<file path="src/rtl/rv32_load_pkg.sv">
// ---------------------------------------------------------------------------
// rv32_load_pkg
// Shared definitions for the byte-serial RV32I load path:
//   - funct3 encodings of the five legal load types
//   - sequencer state encodings
//   - byte-count constants and small decode helpers
// ---------------------------------------------------------------------------
package rv32_load_pkg;

    // RV32I load funct3 encodings
    localparam logic [2:0] F3_LB  = 3'b000;
    localparam logic [2:0] F3_LH  = 3'b001;
    localparam logic [2:0] F3_LW  = 3'b010;
    localparam logic [2:0] F3_LBU = 3'b100;
    localparam logic [2:0] F3_LHU = 3'b101;

    // Sequencer states
    typedef logic [1:0] state_t;
    localparam state_t IDLE  = 2'd0;
    localparam state_t READ  = 2'd1;
    localparam state_t DRAIN = 2'd2;
    localparam state_t RESP  = 2'd3;

    // Number of bytes fetched per load type
    localparam logic [2:0] NBYTES_BYTE = 3'd1;
    localparam logic [2:0] NBYTES_HALF = 3'd2;
    localparam logic [2:0] NBYTES_WORD = 3'd4;

    function automatic logic [2:0] load_bytes(input logic [2:0] funct3);
        case (funct3)
            F3_LH, F3_LHU: return NBYTES_HALF;
            F3_LW:         return NBYTES_WORD;
            default:       return NBYTES_BYTE;
        endcase
    endfunction

    // High for an undefined funct3 or an address not aligned to the access size.
    function automatic logic load_err(input logic [2:0] funct3, input logic [1:0] addr_lo);
        case (funct3)
            F3_LB, F3_LBU: return 1'b0;
            F3_LH, F3_LHU: return addr_lo[0];
            F3_LW:         return addr_lo != 2'b00;
            default:       return 1'b1;
        endcase
    endfunction

endpackage

</file>
<file path="src/rtl/load_extend.sv">
// ---------------------------------------------------------------------------
// load_extend
// Combinational sign/zero extension of an assembled little-endian load value.
// Ports:
//   raw     in  32  assembled bytes, lane 0 in bits 7:0
//   funct3  in  3   load type (LB/LH/LW/LBU/LHU)
//   result  out 32  extended result, 0 for an undefined funct3
// ---------------------------------------------------------------------------
module load_extend
    import rv32_load_pkg::*;
(
    input  logic [31:0] raw,
    input  logic [2:0]  funct3,
    output logic [31:0] result
);

    always_comb begin
        // NOTE: default assignment first so every path drives result (no latch).
        result = '0;
        case (funct3)
            F3_LB:   result = {{24{raw[7]}}, raw[7:0]};
            F3_LH:   result = {{16{raw[15]}}, raw[15:0]};
            F3_LW:   result = raw;
            F3_LBU:  result = {24'h0, raw[7:0]};
            F3_LHU:  result = {16'h0, raw[15:0]};
            default: result = '0;
        endcase
    end

endmodule

</file>
<file path="src/rtl/load_byte_sequencer.sv">
// ---------------------------------------------------------------------------
// load_byte_sequencer
// Turns one RV32I load request into 1, 2 or 4 back-to-back byte reads on an
// 8-bit memory port with one cycle of read latency, assembles the bytes
// little-endian and returns the sign/zero-extended result.
// Ports:
//   clk, rst_n                 clock, synchronous active-low reset
//   req_valid/req_ready        request handshake (ready only in IDLE)
//   req_addr, req_funct3       byte address and load type
//   mem_rd_en, mem_addr        byte read strobe and address
//   mem_rdata                  read byte, valid the cycle after the strobe
//   rsp_valid/rsp_ready        response handshake
//   rsp_data, rsp_err          extended result, misalignment/illegal flag
// ---------------------------------------------------------------------------
module load_byte_sequencer
    import rv32_load_pkg::*;
#(
    parameter int ADDR_W = 32
) (
    input  logic              clk,
    input  logic              rst_n,
    input  logic              req_valid,
    output logic              req_ready,
    input  logic [ADDR_W-1:0] req_addr,
    input  logic [2:0]        req_funct3,
    output logic              mem_rd_en,
    output logic [ADDR_W-1:0] mem_addr,
    input  logic [7:0]        mem_rdata,
    output logic              rsp_valid,
    input  logic              rsp_ready,
    output logic [31:0]       rsp_data,
    output logic              rsp_err
);

    state_t      state;
    logic [2:0]  funct3_q;
    logic        err_q;
    logic [1:0]  last_idx;   // N-1 for the load in flight
    logic [1:0]  rd_cnt;     // index of the strobe currently on the port
    logic [1:0]  cap_cnt;    // lane the next returning byte lands in
    logic        cap_en;     // a requested byte is on mem_rdata this cycle
    logic [31:0] raw;
    logic [31:0] ext;

    logic [2:0]  req_n;
    logic        req_bad;

    assign req_n   = load_bytes(req_funct3);
    assign req_bad = load_err(req_funct3, req_addr[1:0]);

    always_ff @(posedge clk) begin
        if (!rst_n) begin
            // NOTE: capture lanes and counters are ordinary flops and are cleared
            // here, so an interrupted load leaves nothing behind.
            state     <= IDLE;
            funct3_q  <= '0;
            err_q     <= 1'b0;
            last_idx  <= '0;
            rd_cnt    <= '0;
            cap_cnt   <= '0;
            cap_en    <= 1'b0;
            raw       <= '0;
            mem_rd_en <= 1'b0;
            mem_addr  <= '0;
        end else begin
            // NOTE: non-blocking throughout so every flop sees pre-edge values.
            // Byte return trails the strobe by exactly one cycle.
            cap_en <= mem_rd_en;
            if (cap_en) begin
                raw[{cap_cnt, 3'b000} +: 8] <= mem_rdata;
                cap_cnt                     <= cap_cnt + 2'd1;
            end

            case (state)
                IDLE: begin
                    if (req_valid) begin
                        funct3_q <= req_funct3;
                        err_q    <= req_bad;
                        last_idx <= 2'(req_n - 3'd1);
                        rd_cnt   <= '0;
                        cap_cnt  <= '0;
                        raw      <= '0;
                        if (req_bad) begin
                            state <= RESP;
                        end else begin
                            state     <= READ;
                            mem_rd_en <= 1'b1;
                            mem_addr  <= req_addr;
                        end
                    end
                end
                READ: begin
                    if (rd_cnt == last_idx) begin
                        mem_rd_en <= 1'b0;
                        state     <= DRAIN;
                    end else begin
                        rd_cnt   <= rd_cnt + 2'd1;
                        // Wraps naturally at the top of the address space.
                        mem_addr <= mem_addr + ADDR_W'(1);
                    end
                end
                DRAIN: begin
                    if (cap_en && (cap_cnt == last_idx)) begin
                        state <= RESP;
                    end
                end
                RESP: begin
                    if (rsp_ready) begin
                        state <= IDLE;
                    end
                end
                default: state <= IDLE;
            endcase
        end
    end

    load_extend u_extend (
        .raw    (raw),
        .funct3 (funct3_q),
        .result (ext)
    );

    // Outputs decode from registered state, so they stay stable while RESP waits.
    assign req_ready = (state == IDLE);
    assign rsp_valid = (state == RESP);
    assign rsp_err   = (state == RESP) && err_q;
    assign rsp_data  = ((state == RESP) && !err_q) ? ext : 32'h0;

endmodule

</file>
<file path="config.mk">
export PLATFORM = sky130hd
export DESIGN_NAME = load_byte_sequencer
export DESIGN_NICKNAME = d
export VERILOG_FILES = /design/src/rtl/rv32_load_pkg.sv /design/src/rtl/load_extend.sv /design/src/rtl/load_byte_sequencer.sv
export SDC_FILE = /design/constraint.sdc
export NUM_CORES = 1
export LEC_CHECK = 0
export BUFFER_PORTS_ARGS = -buffer_cell sky130_fd_sc_hd__clkbuf_2
export CORE_UTILIZATION = 30
export CTS_CLUSTER_DIAMETER = 150
export DETAILED_ROUTE_END_ITERATION = 10
export PLACE_DENSITY = 0.5
export SETUP_SLACK_MARGIN = 0.02
export SYNTH_ARGS = -nofsm -noshare
export SYNTH_HDL_FRONTEND = slang
export SYNTH_HIERARCHICAL = 1
export SYNTH_SLANG_ARGS = --single-unit
</file>
<file path="constraint.sdc">
create_clock -name clk -period 1.8 [get_ports clk]
set_input_delay 0 -clock clk [delete_from_list [all_inputs] [get_ports clk]]
set_output_delay 0 -clock clk [all_outputs]
set_load 0.005 [all_outputs]
</file>
==> summary.md <==
| Metric | Value |
|---|---|
| Worst min-delay path class | in -> reg |
| Routed wire per std cell | 15.4 microns |
| Failing checks | negative hold slack |
| Power Dens Cells | 1290 nW/um^2 |
| Max Fanout on Critical Path | 3 |
| GRT Util Overall | between 10% and 20% |
| WS Path Type | reg -> reg |
| First-pass GRT wire length | ~24 mm |
| Num CTS Buffers | 9 |
| Syn Std Cell Area | between 4000 and 5000 sq um |
| Power Total | 8.60 mW |
| Max-slew headroom | 70.6% |
| Critical Path Sink Type | flip-flop |
| Largest net degree at the start of global routing | 36 |
| CTS max path bufs | 2 |
| Final ANT Viol Nets | 0 |
| Initial drt markers | 264 |
| CTS tree | done |
| Critical path required time | 2.06 ns |
| Final setup violation count | 0 |
| Core Region | 15800 sq um |
| Yosys reg bits | 78 |
| Ys flop type | dfxtp_1 |
| Post-synth ARST share | 0% |
| Achievable Freq | roughly 580 MHz |
| Via count | 5183 |
| Port Buffers | 114 |
| Critical Path AT | 1.99 ns |
| Gate Count Post-Synth | a little over 600 |
| H-tree levels | 3 |
| Clock-pin slew on the worst setup and hold paths | about 0.06 ns |
| IO Count | about 120 |
| Syn. warnings | 6 |
| Final slew viol count | 0 |
| Diodes inserted | 0 |
| Sequential share of the synthesized area | 32.2% |
| Final setup TNS | 0 ns |
| Post-synth EDFFs | 0 |
| Final Hold Viols | 1 |
| Max-Cap Viols | 0 |
| Layout cells sized above 1 | about a third |
| Post-synth top cells | dfxtp_1 (78), nor2_1 (67), nand2_1 (55) |
| Most frequent cell after synthesis | dfxtp_1 |
| Final setup margin | 0.0662 ns |
| Unrepaired setup endpoints after global routing | yes |
| Startpoint types | flip-flop |
| Period minus WS final | 1.73 ns |
| R2R cell count | 6 |
| Rows | between 40 and 50 |
| Netlist cell types | 64 |
| Vias in the first global route | slightly below 5000 |
| Area contributors post-synth | dfxtp_1 (32%), mux2i_1 (5.6%), and2_1 (5.3%) |
| Syn_nets | approximately 660 |
| Worst Tran Pin Value | 0.441 ns |
| Final-layout fill cell count | 1650 |
| CTS root buf | clkbuf_16 |
| DRT Pass-1 Iters | 5 |
| Status | finished, violations left |
| Die Y | 129 microns |
| GRT overflow | 0 |
| Hold Crit Depth | 3 |
| Place WS | -0.0381 ns |
| VDD IR max | between 600 and 700 uV |
| GP Congestion | 0.825 |
| Clk_lat worst skew | 0.33 ns |
| Die Footprint | 16700 sq um |
| Starting Density | 30.6% |
| Clock Sink Count | 78 |
| Die W | 129 microns |
| Setup Skew | 0.00662 ns |
| DP Wirelength | 11.4 mm |
| DR DRC count | 0 |
| Period utilization | just under 100% |
| Routed wire length | 15.3 mm |
| Via density | 5.23 |
| Hold WS | -0.000652 ns |
| Area Growth Syn to Fin | 37.9% |
| Final net count | 827 |
| Syn Area/Cell | 8.01 sq um |
| Initial antenna violation count | 0 |
| Top cell type by total area after synthesis | dfxtp_1 |
| Top cell type's share of synthesized area | 32.2% |
| Leakage power | 2.74 nW |
## final cells by class
class	count	area, sq um	share of cell area, %
clock buffers	9	225	3.37
clock inverters	7	88.8	1.33
inverters	15	58.8	0.880
multi-input cells	468	3150	47.1
flip-flops and latches	78	1580	23.7
well taps	216	270	4.04
repair buffers	198	1310	19.6
## worst max-delay path, stage by stage, from the launching register on
cell,delay [ns]
dfxtp_4,0.36
ha_4,0.16
nand3_4,0.11
nor4_4,0.31
nand2_2,0.11
or4_1,0.50
o211ai_1,0.10
## layout by cell type, fill, tap and decap left out, types with 4 or more instances in the layout
cell	synthesis	layout
and2_1	41	41
nand4_1	10	10
o21ai_1	9	10
a21oi_1	40	39
o21ai_0	27	26
a22oi_1	32	32
nand3_1	19	16
mux2i_1	27	27
nand2_1	55	55
o221a_2	8	8
ha_1	10	7
inv_1	15	11
clkbuf_16	0	10
o31a_1	6	6
o2bb2ai_1	9	9
and3_1	5	5
nor2_1	67	67
o22ai_1	5	5
buf_4	3	61
and4_1	4	4
nor2b_1	7	6
clkinv_2	0	4
clkbuf_2	1	115
dfxtp_1	78	66
nor3_1	11	11
dfxtp_2	0	9
dlygate4sd3_1	0	11
a31oi_1	8	7
buf_6	5	7
a21o_1	4	4
## timing repair
| action | in CTS | in global routing |
|---|---|---|
| setup endpoints to repair | 29 | 26 |
| gates cloned | 0 | 1 |
| hold endpoints to repair | 13 | 0 |
| hold buffers | 11 | 0 |
| resized for setup | 3 | 33 |
| setup buffers | 0 | 6 |
| pin swaps | 0 | 10 |
## state kept, by name, summed over array words and instances, names as in the netlist
| signal | flops |
|---|---|
| cap_cnt | 2 |
| cap_en | 1 |
| err_q | 1 |
| funct3_q | 3 |
| last_idx | 2 |
| mem_addr | 32 |
| mem_rd_en | 1 |
| raw | 32 |
| rd_cnt | 2 |
| state | 2 |
## metal layers
metal	vias to the layer above	share of wire, %	global-route usage [%]
met5	-	0	0
met4	0	1.3	6.16
met3	17	4.4	3.06
met2	124	49	32.1
met1	2502	46	22.7
li1	2540	-	-
## stage by stage
step	instance area [sq um]	utilization (%)	std cells	hold slack (ns)
global route	6680	42.2	991	0.0148
detailed placement	6060	38.3	958	0.268
global placement	6060	38.3	958	0.238
floorplan	4920	-	605	0.133
finish	6680	42.2	991	-0.000652
CTS	6500	41.1	985	0.00361
## final timing paths
check | slack [ns] | to | start
worst max-delay path | 0.07 | mem_addr[28] | mem_addr[1]
worst min-delay path | -0.0007 | raw[11] | mem_rdata[3]
worst max register to register | 0.07 | mem_addr[28] | mem_addr[1]
worst min register to register | 0.48 | cap_en | mem_rd_en
## where the power goes
group / internal, mW / switching [mW]
Sequential: 2.10 / 0.345
Combinational: 1.91 / 2.32
Clock: 1.21 / 0.719
Total: 5.22 / 3.38
## cell families after synthesis
logic type / synth area share (%)
compound gates: 25.4
xor+xnor: 0.904
fa+ha+maj: 2.58
buf+inv: 5.86
flops: 32.2
mux: 5.81
simple gates: 27.2
(Power assumes the default switching activity.)
